==> src/rtl/inst_fetch_responder.sv <==
// inst_fetch_responder: fetches a 32-bit instruction word as four little-endian byte reads
// over the 8-bit RAM port and returns it with a one-cycle HANDLED status.
module inst_fetch_responder #(
   parameter int ADDR_W = 32,
   parameter int STAT_W = 2,
   parameter logic [STAT_W-1:0] STAT_IDLE = 2'd0,
   parameter logic [STAT_W-1:0] STAT_BUSY = 2'd1,
   parameter logic [STAT_W-1:0] STAT_HANDLED = 2'd2
) (
   input  logic              clk,
   input  logic              rst,
   input  logic              inst_access_enable,
   input  logic [ADDR_W-1:0] inst_access_addr,
   output logic [STAT_W-1:0] inst_access_stat,
   output logic [ADDR_W-1:0] inst_handled_addr,
   output logic [31:0]       inst_access_data,
   output logic [ADDR_W-1:0] mem_a,
   output logic              mem_wr,
   input  logic [7:0]        mem_din
);
   typedef enum logic [1:0] {IDLE, RD, DONE} state_t;
   state_t state;
   logic [ADDR_W-1:0] base;
   logic [2:0] cnt;
   logic [7:0] b0, b1, b2;
   // cnt=4 re-presents the last address; its byte arrives one cycle after it was first issued
   assign mem_a = (state == RD) ? base + ADDR_W'(cnt == 3'd4 ? 3'd3 : cnt) : '0;
   assign mem_wr = 1'b0;
   always_ff @(posedge clk) begin
      if (!rst) begin
         state <= IDLE;
         cnt <= '0;
         base <= '0;
         b0 <= '0;
         b1 <= '0;
         b2 <= '0;
         inst_access_stat <= STAT_IDLE;
         inst_handled_addr <= '0;
         inst_access_data <= '0;
      end else begin
         case (state)
            IDLE: if (inst_access_enable) begin
               base <= inst_access_addr;
               cnt <= '0;
               state <= RD;
               inst_access_stat <= STAT_BUSY;
            end
            RD: if (!inst_access_enable) begin
               state <= IDLE;
               inst_access_stat <= STAT_IDLE;
            end else if (inst_access_addr != base) begin
               base <= inst_access_addr;
               cnt <= '0;
            end else if (cnt == 3'd4) begin
               inst_access_data <= {mem_din, b2, b1, b0};
               inst_handled_addr <= base;
               state <= DONE;
               inst_access_stat <= STAT_HANDLED;
            end else begin
               if (cnt == 3'd1) b0 <= mem_din;
               if (cnt == 3'd2) b1 <= mem_din;
               if (cnt == 3'd3) b2 <= mem_din;
               cnt <= cnt + 3'd1;
            end
            default: begin
               state <= IDLE;
               inst_access_stat <= STAT_IDLE;
            end
         endcase
      end
   end
endmodule

==> config.mk <==
export PLATFORM = sky130hd
export DESIGN_NAME = inst_fetch_responder
export DESIGN_NICKNAME = d
export VERILOG_FILES = /design/src/rtl/inst_fetch_responder.sv
export SDC_FILE = /design/constraint.sdc
export NUM_CORES = 1
export LEC_CHECK = 0
export CORE_MARGIN = 1.5
export CORE_UTILIZATION = 46
export DETAILED_ROUTE_END_ITERATION = 6
export GPL_TIMING_DRIVEN = 0
export PLACE_DENSITY = 0.76
export SLEW_MARGIN = 20
export SYNTH_ARGS = -nofsm -noshare
export SYNTH_HDL_FRONTEND = slang
export SYNTH_SLANG_ARGS = --single-unit
==> constraint.sdc <==
create_clock -name clk -period 2.5 [get_ports clk]
set_input_delay 0.25 -clock clk [delete_from_list [all_inputs] [get_ports clk]]
set_output_delay 0.25 -clock clk [all_outputs]
set_load 0.005 [all_outputs]
# Word-level counts from Yosys, hierarchy flattened
# Index checks and enable logic that the tools add are counted.
# classes
n_addsub,2
mul,0
div_mod_pow,0
order_cmp,0
eq_ne,12
n_shift,0
mux,16
n_bitwise,2
reduce_logical,9
# ops
op,n
32-bit 2-to-1 mux,4
32-bit case mux with 2 select lines,1
32-bit by 3-bit adder with 32-bit output,1
32-bit inequality test,1
3-bit 2-to-1 mux,5
5-bit AND reduction,3
4-bit AND reduction,3
2-bit 2-to-1 mux,4
"3-bit by 2-bit equality test with 1-bit output, second input constant",2
"3-bit inequality test, second input constant",2
3-bit case mux with 2 select lines,1
"2-bit inequality test, second input constant",2
2-bit case mux with 2 select lines,1
"3-bit by 1-bit adder with 3-bit output, second input constant",1
"3-bit by 1-bit equality test with 1-bit output, second input constant",1
"3-bit equality test, second input constant",1
"3-bit by 2-bit inequality test with 1-bit output, second input constant",1
3-bit AND reduction,1
"2-bit by 1-bit equality test with 1-bit output, second input constant",1
2-bit logical NOT,1
"2-bit by 1-bit inequality test with 1-bit output, second input constant",1
1-bit NOT,2
2-bit nonzero test,1
# word_totals
register_bits,125
latch_bits,0
ramBits,0
romBits,0
inputBits,43
out_inout_bits,99
wordCells,49
memories,0

# Longest topological paths before layout
# depth
ltp_word,5
depth_mapped,12
ltp_nobuf,11

# Worst setup path after synthesis
# OpenSTA, ideal clock, no wires.
# synth_path
path_type,register to output
start,reg cnt[0]
end,out mem_a[26]
arrival_time_ns,2.402
required_ns,2.250
setup_slack_ns,-0.152
stages_incl_launch_ff,13
n_path_buf,1
cell_sequence,dfxtp_1 -> inv_1 -> ha_1 -> nand2_1 -> nand2_1 -> ha_1 -> fa_1 -> a21oi_1 -> or2_2 -> clkbuf_1 -> nor4_1 -> xnor2_1 -> nor2_1
# synth_via
elab_chain_cells,4
# synth_rtl
item,line,rtl
from (decl),24,logic [2:0] cnt;
from (signal assigned),63,cnt <= cnt + 3'd1;
3-bit equality test,27,assign mem_a = (state == RD) ? base + ADDR_W'(cnt == 3'd4 ? 3'd3 : cnt) : '0;
3-bit 2-to-1 mux *,27,
32-bit by 3-bit adder with 32-bit output *,27,
32-bit 2-to-1 mux *,27,
to (decl),17,"output logic [ADDR_W-1:0] mem_a,"
# Every way passes the cells marked *; elsewhere a longest branch is shown, timed or not.

# Final worst setup path
# layout_path
start,reg cnt[0]
end,out mem_a[30]
# The elaborated chain is that of the path after synthesis.

==> impl_metrics.ini <==
[status]
run_status = finished, violations left
violations = design-rule violations, negative setup slack

[global_routing]
grt_max_degree = 17
grt.overflow.total = 0
antenna_found_initial = 0
grt_pass1_wl_um = 35700
grt_pass1_vias = 6732
grt.total_usage_pct = 31.1

[setup_path]
slowest_delay_ns = 0.37
cp_cell_sequence = inv_4 -> ha_4 -> nand2_4 -> nand2_4 -> ha_4 -> fa_2 -> a21oi_4 -> or2_4 -> buf_4 -> nor4_4 -> xnor2_1 -> nor2_1 -> buf_2
crit_arrival_ns = 2.81
required_ns = 2.25
crit_slowest_cell = fa_2
r2r_start = base[15]
end_kind = primary output
critPathLaunchType = register
worstPathMaxFanout = 3
worstSetupPathType = reg -> out
r2r-end = inst_access_data[21]
crit_family = adder cells
reg2reg_slack_ns = -0.31
crit_buf_inv = 3
worstRegToRegCells = 9

[place]
numPortBuffers = 139
dp.cells = 1103
place.detailed.hpwl_um = 14400
place_congestion = 0.929

[final_layout]
layout-drive-gt1-share_pct = 24.2
antenna_cells = 0
fin_util_pct = 72.2
syn_to_final_growth_pct = 53.2
instances_no_fill = 1193
fillers = 944
fin_nets = 1052

[pwr]
leakage_nw = 4.39
power_mw = 5.25
switching_share_pct = 27.7
p_per_area_nw_per_um2 = 523
p_sw_mw = 1.46
seqPwrFrac_pct = 40.8
p_comb_share_pct = 12.4
clkPwrFrac_pct = 46.8
intPower_mw = 3.79
max-vdd-ir-drop_mv = 0.515

[sta]
period_share_pct = 122
setup_slack_ns = -0.560
worst_pin_slew_ns = 0.986
grt_setup_unrepaired = yes
max_freq_ghz = 0.327
period_needed_ns = 3.06
setup_viol = 140
finClkSkew_ns = 0.00927
slew_headroom_pct = 34.3
hold_viol = 0
drv_slew = 0

[floorplanning]
start_util_pct = 47.2
rows = 43
die_h_um = 122
num_io_pins = 142
die_width_um = 122
core_area_um2 = 13900
dieArea_um2 = 15000

[clocking]
h-tree-depth = 4
root_buffer = clkbuf_16
cts_tree = built
path_clk_slew_ns = 0.06
clockBufferDepth = 2
cts_inserted_buffers = 17
clk_latency_ns = 0.44
cts_num_sinks = 125
cts_hold_buf = 0

[synthesis]
synthTopCellsByCount = nand2_1 (145), dfxtp_1 (125), mux2i_1 (88)
synth_cell_type_count = 41
yosys.area.top_type_share_pct = 38.2
syn_inst = 784
synthMostInstantiatedCell = nand2_1
synth_top_area_cell = dfxtp_1
synth_area_leaders = dfxtp_1 (38%), mux2i_1 (13%), nand2_1 (8.3%)
yosys_warnings = 0
syn_area_per_cell_um2 = 8.35
ys_seq_area_share_pct = 38.2
synth_edf_count = 0
syn_area_um2 = 6550
syn_nets = 836
ys.flop_type = dfxtp_1
async_reset_ff_share_pct = 0
synth_seq_cells = 125

[routing]
drt_first_pass_iters = 7
drc = 40
ant_nets = 0
drt_iter0_drc = 1069
routed_wl_um = 26000
dr_total_vias = 7498
wl_per_cell_um = 21.8
avgViaCountPerCell = 6.28

[run]
cap_viol_max_count = 0

[worst_hold_path]
hold_path.class = in -> reg
holdPathStages = 3
hp-start = rst
whs_endpoint = state[1]
## metal layers
metal / share of wire, % / global-route usage [%] / wire length [um]
met1: 37 / 39.4 / 9750
met2: 46 / 48.8 / 11900
met3: 11 / 7.16 / 2820
met4: 5.9 / 17.4 / 1530
met5: 0 / 0 / 0
## power groups by stage
| stage | clock network [mW] | registers, mW | logic (mW) |
|---|---|---|---|
| after global placement | 0 | 2.15 | 0.520 |
| after floorplan | 0 | 2.13 | 0.307 |
| after CTS | 2.43 | 2.13 | 0.565 |
| final | 2.46 | 2.14 | 0.653 |
| after detailed placement | 0 | 2.15 | 0.527 |
| after global routing | 2.54 | 2.14 | 0.683 |
## through the flow
stage          cell area (um2)  TNS (ns)  setup slack [ns]  hold slack (ns)
2_1_floorplan             6550         0           0.00432            0.369
3_3_place_gp              8170    -75.72             -1.01            0.445
3_5_place_dp              8170    -79.02             -1.01            0.454
4_1_cts                   9560     -8.21            -0.405            0.251
5_1_grt                  10000    -33.54            -0.596            0.287
6_report                 10000    -31.31            -0.560            0.290
## registers in the layout, indices dropped and copies added, names as in the netlist
register	count
b0	8
b1	8
b2	8
base	32
cnt	3
inst_access_data	32
inst_handled_addr	32
state	2
## cell families (layout without fill, tap and decap cells)
family                   count (synthesis)  in the layout  share of synthesized area (%)
AO/OA/AOI/OAI                          118            118                           11.3
XOR/XNOR                                55             55                           7.36
adder cells (fa/ha/maj)                  9              9                           1.84
buffers and inverters                   76            304                           5.52
flip-flops                             125            125                           38.2
multiplexers                            88             88                           13.5
other                                    1              1                         0.0573
AND/OR/NAND/NOR                        312            313                           22.3
## how the worst max path moves through the flow
stage | start | endpoint | depth (start not counted) | slack [ns]
after floorplan | cnt[0] | mem_a[28] | 12 | 0.004
after global placement | cnt[0] | mem_a[9] | 12 | -1.01
after detailed placement | cnt[0] | mem_a[19] | 12 | -1.01
after CTS | cnt[0] | mem_a[28] | 13 | -0.40
after global routing | cnt[0] | mem_a[30] | 13 | -0.60
final | cnt[0] | mem_a[30] | 13 | -0.56
## worst reg2reg max path: stages (launching register included)
cell     delay, ns
dfxtp_2       0.32
buf_6         0.12
buf_6         0.12
xnor2_4       0.17
nand4_1       0.19
or4_4         0.63
or4_4         0.61
buf_12        0.19
buf_12        0.15
mux2i_1       0.22
## layout make-up
cell class	instances	area (um2)	area share [%]
multi-input cells	584	4260	42.5
clock buffers	20	467	4.65
inverters	10	40.0	0.399
clock inverters	12	113	1.12
plain buffers	56	372	3.71
well taps	180	225	2.25
flip-flops and latches	125	2540	25.4
repair buffers	206	2000	20.0
## cells in the final DEF, fill, tap and decap left out, types with 18 or more instances in the layout
cell type	count
and3_1	36
xnor2_1	35
o21ai_0	22
a21oi_1	32
dfxtp_1	102
dfxtp_2	18
clkbuf_16	23
o311ai_0	27
nand2_1	140
buf_6	25
buf_4	34
mux2i_1	87
clkbuf_1	33
nor2_1	57
clkdlybuf4s50_1	103
buf_2	37
## repair_timing
action                                  4_1_cts  5_1_grt
buffers inserted                             44       18
gates cloned                                  3        6
pin swaps                                    67       57
resized for setup                           255       94
endpoints found under the setup margin      154      146
endpoints found under the hold margin         0        0
Note: power is estimated with default switching activity, not from simulation.
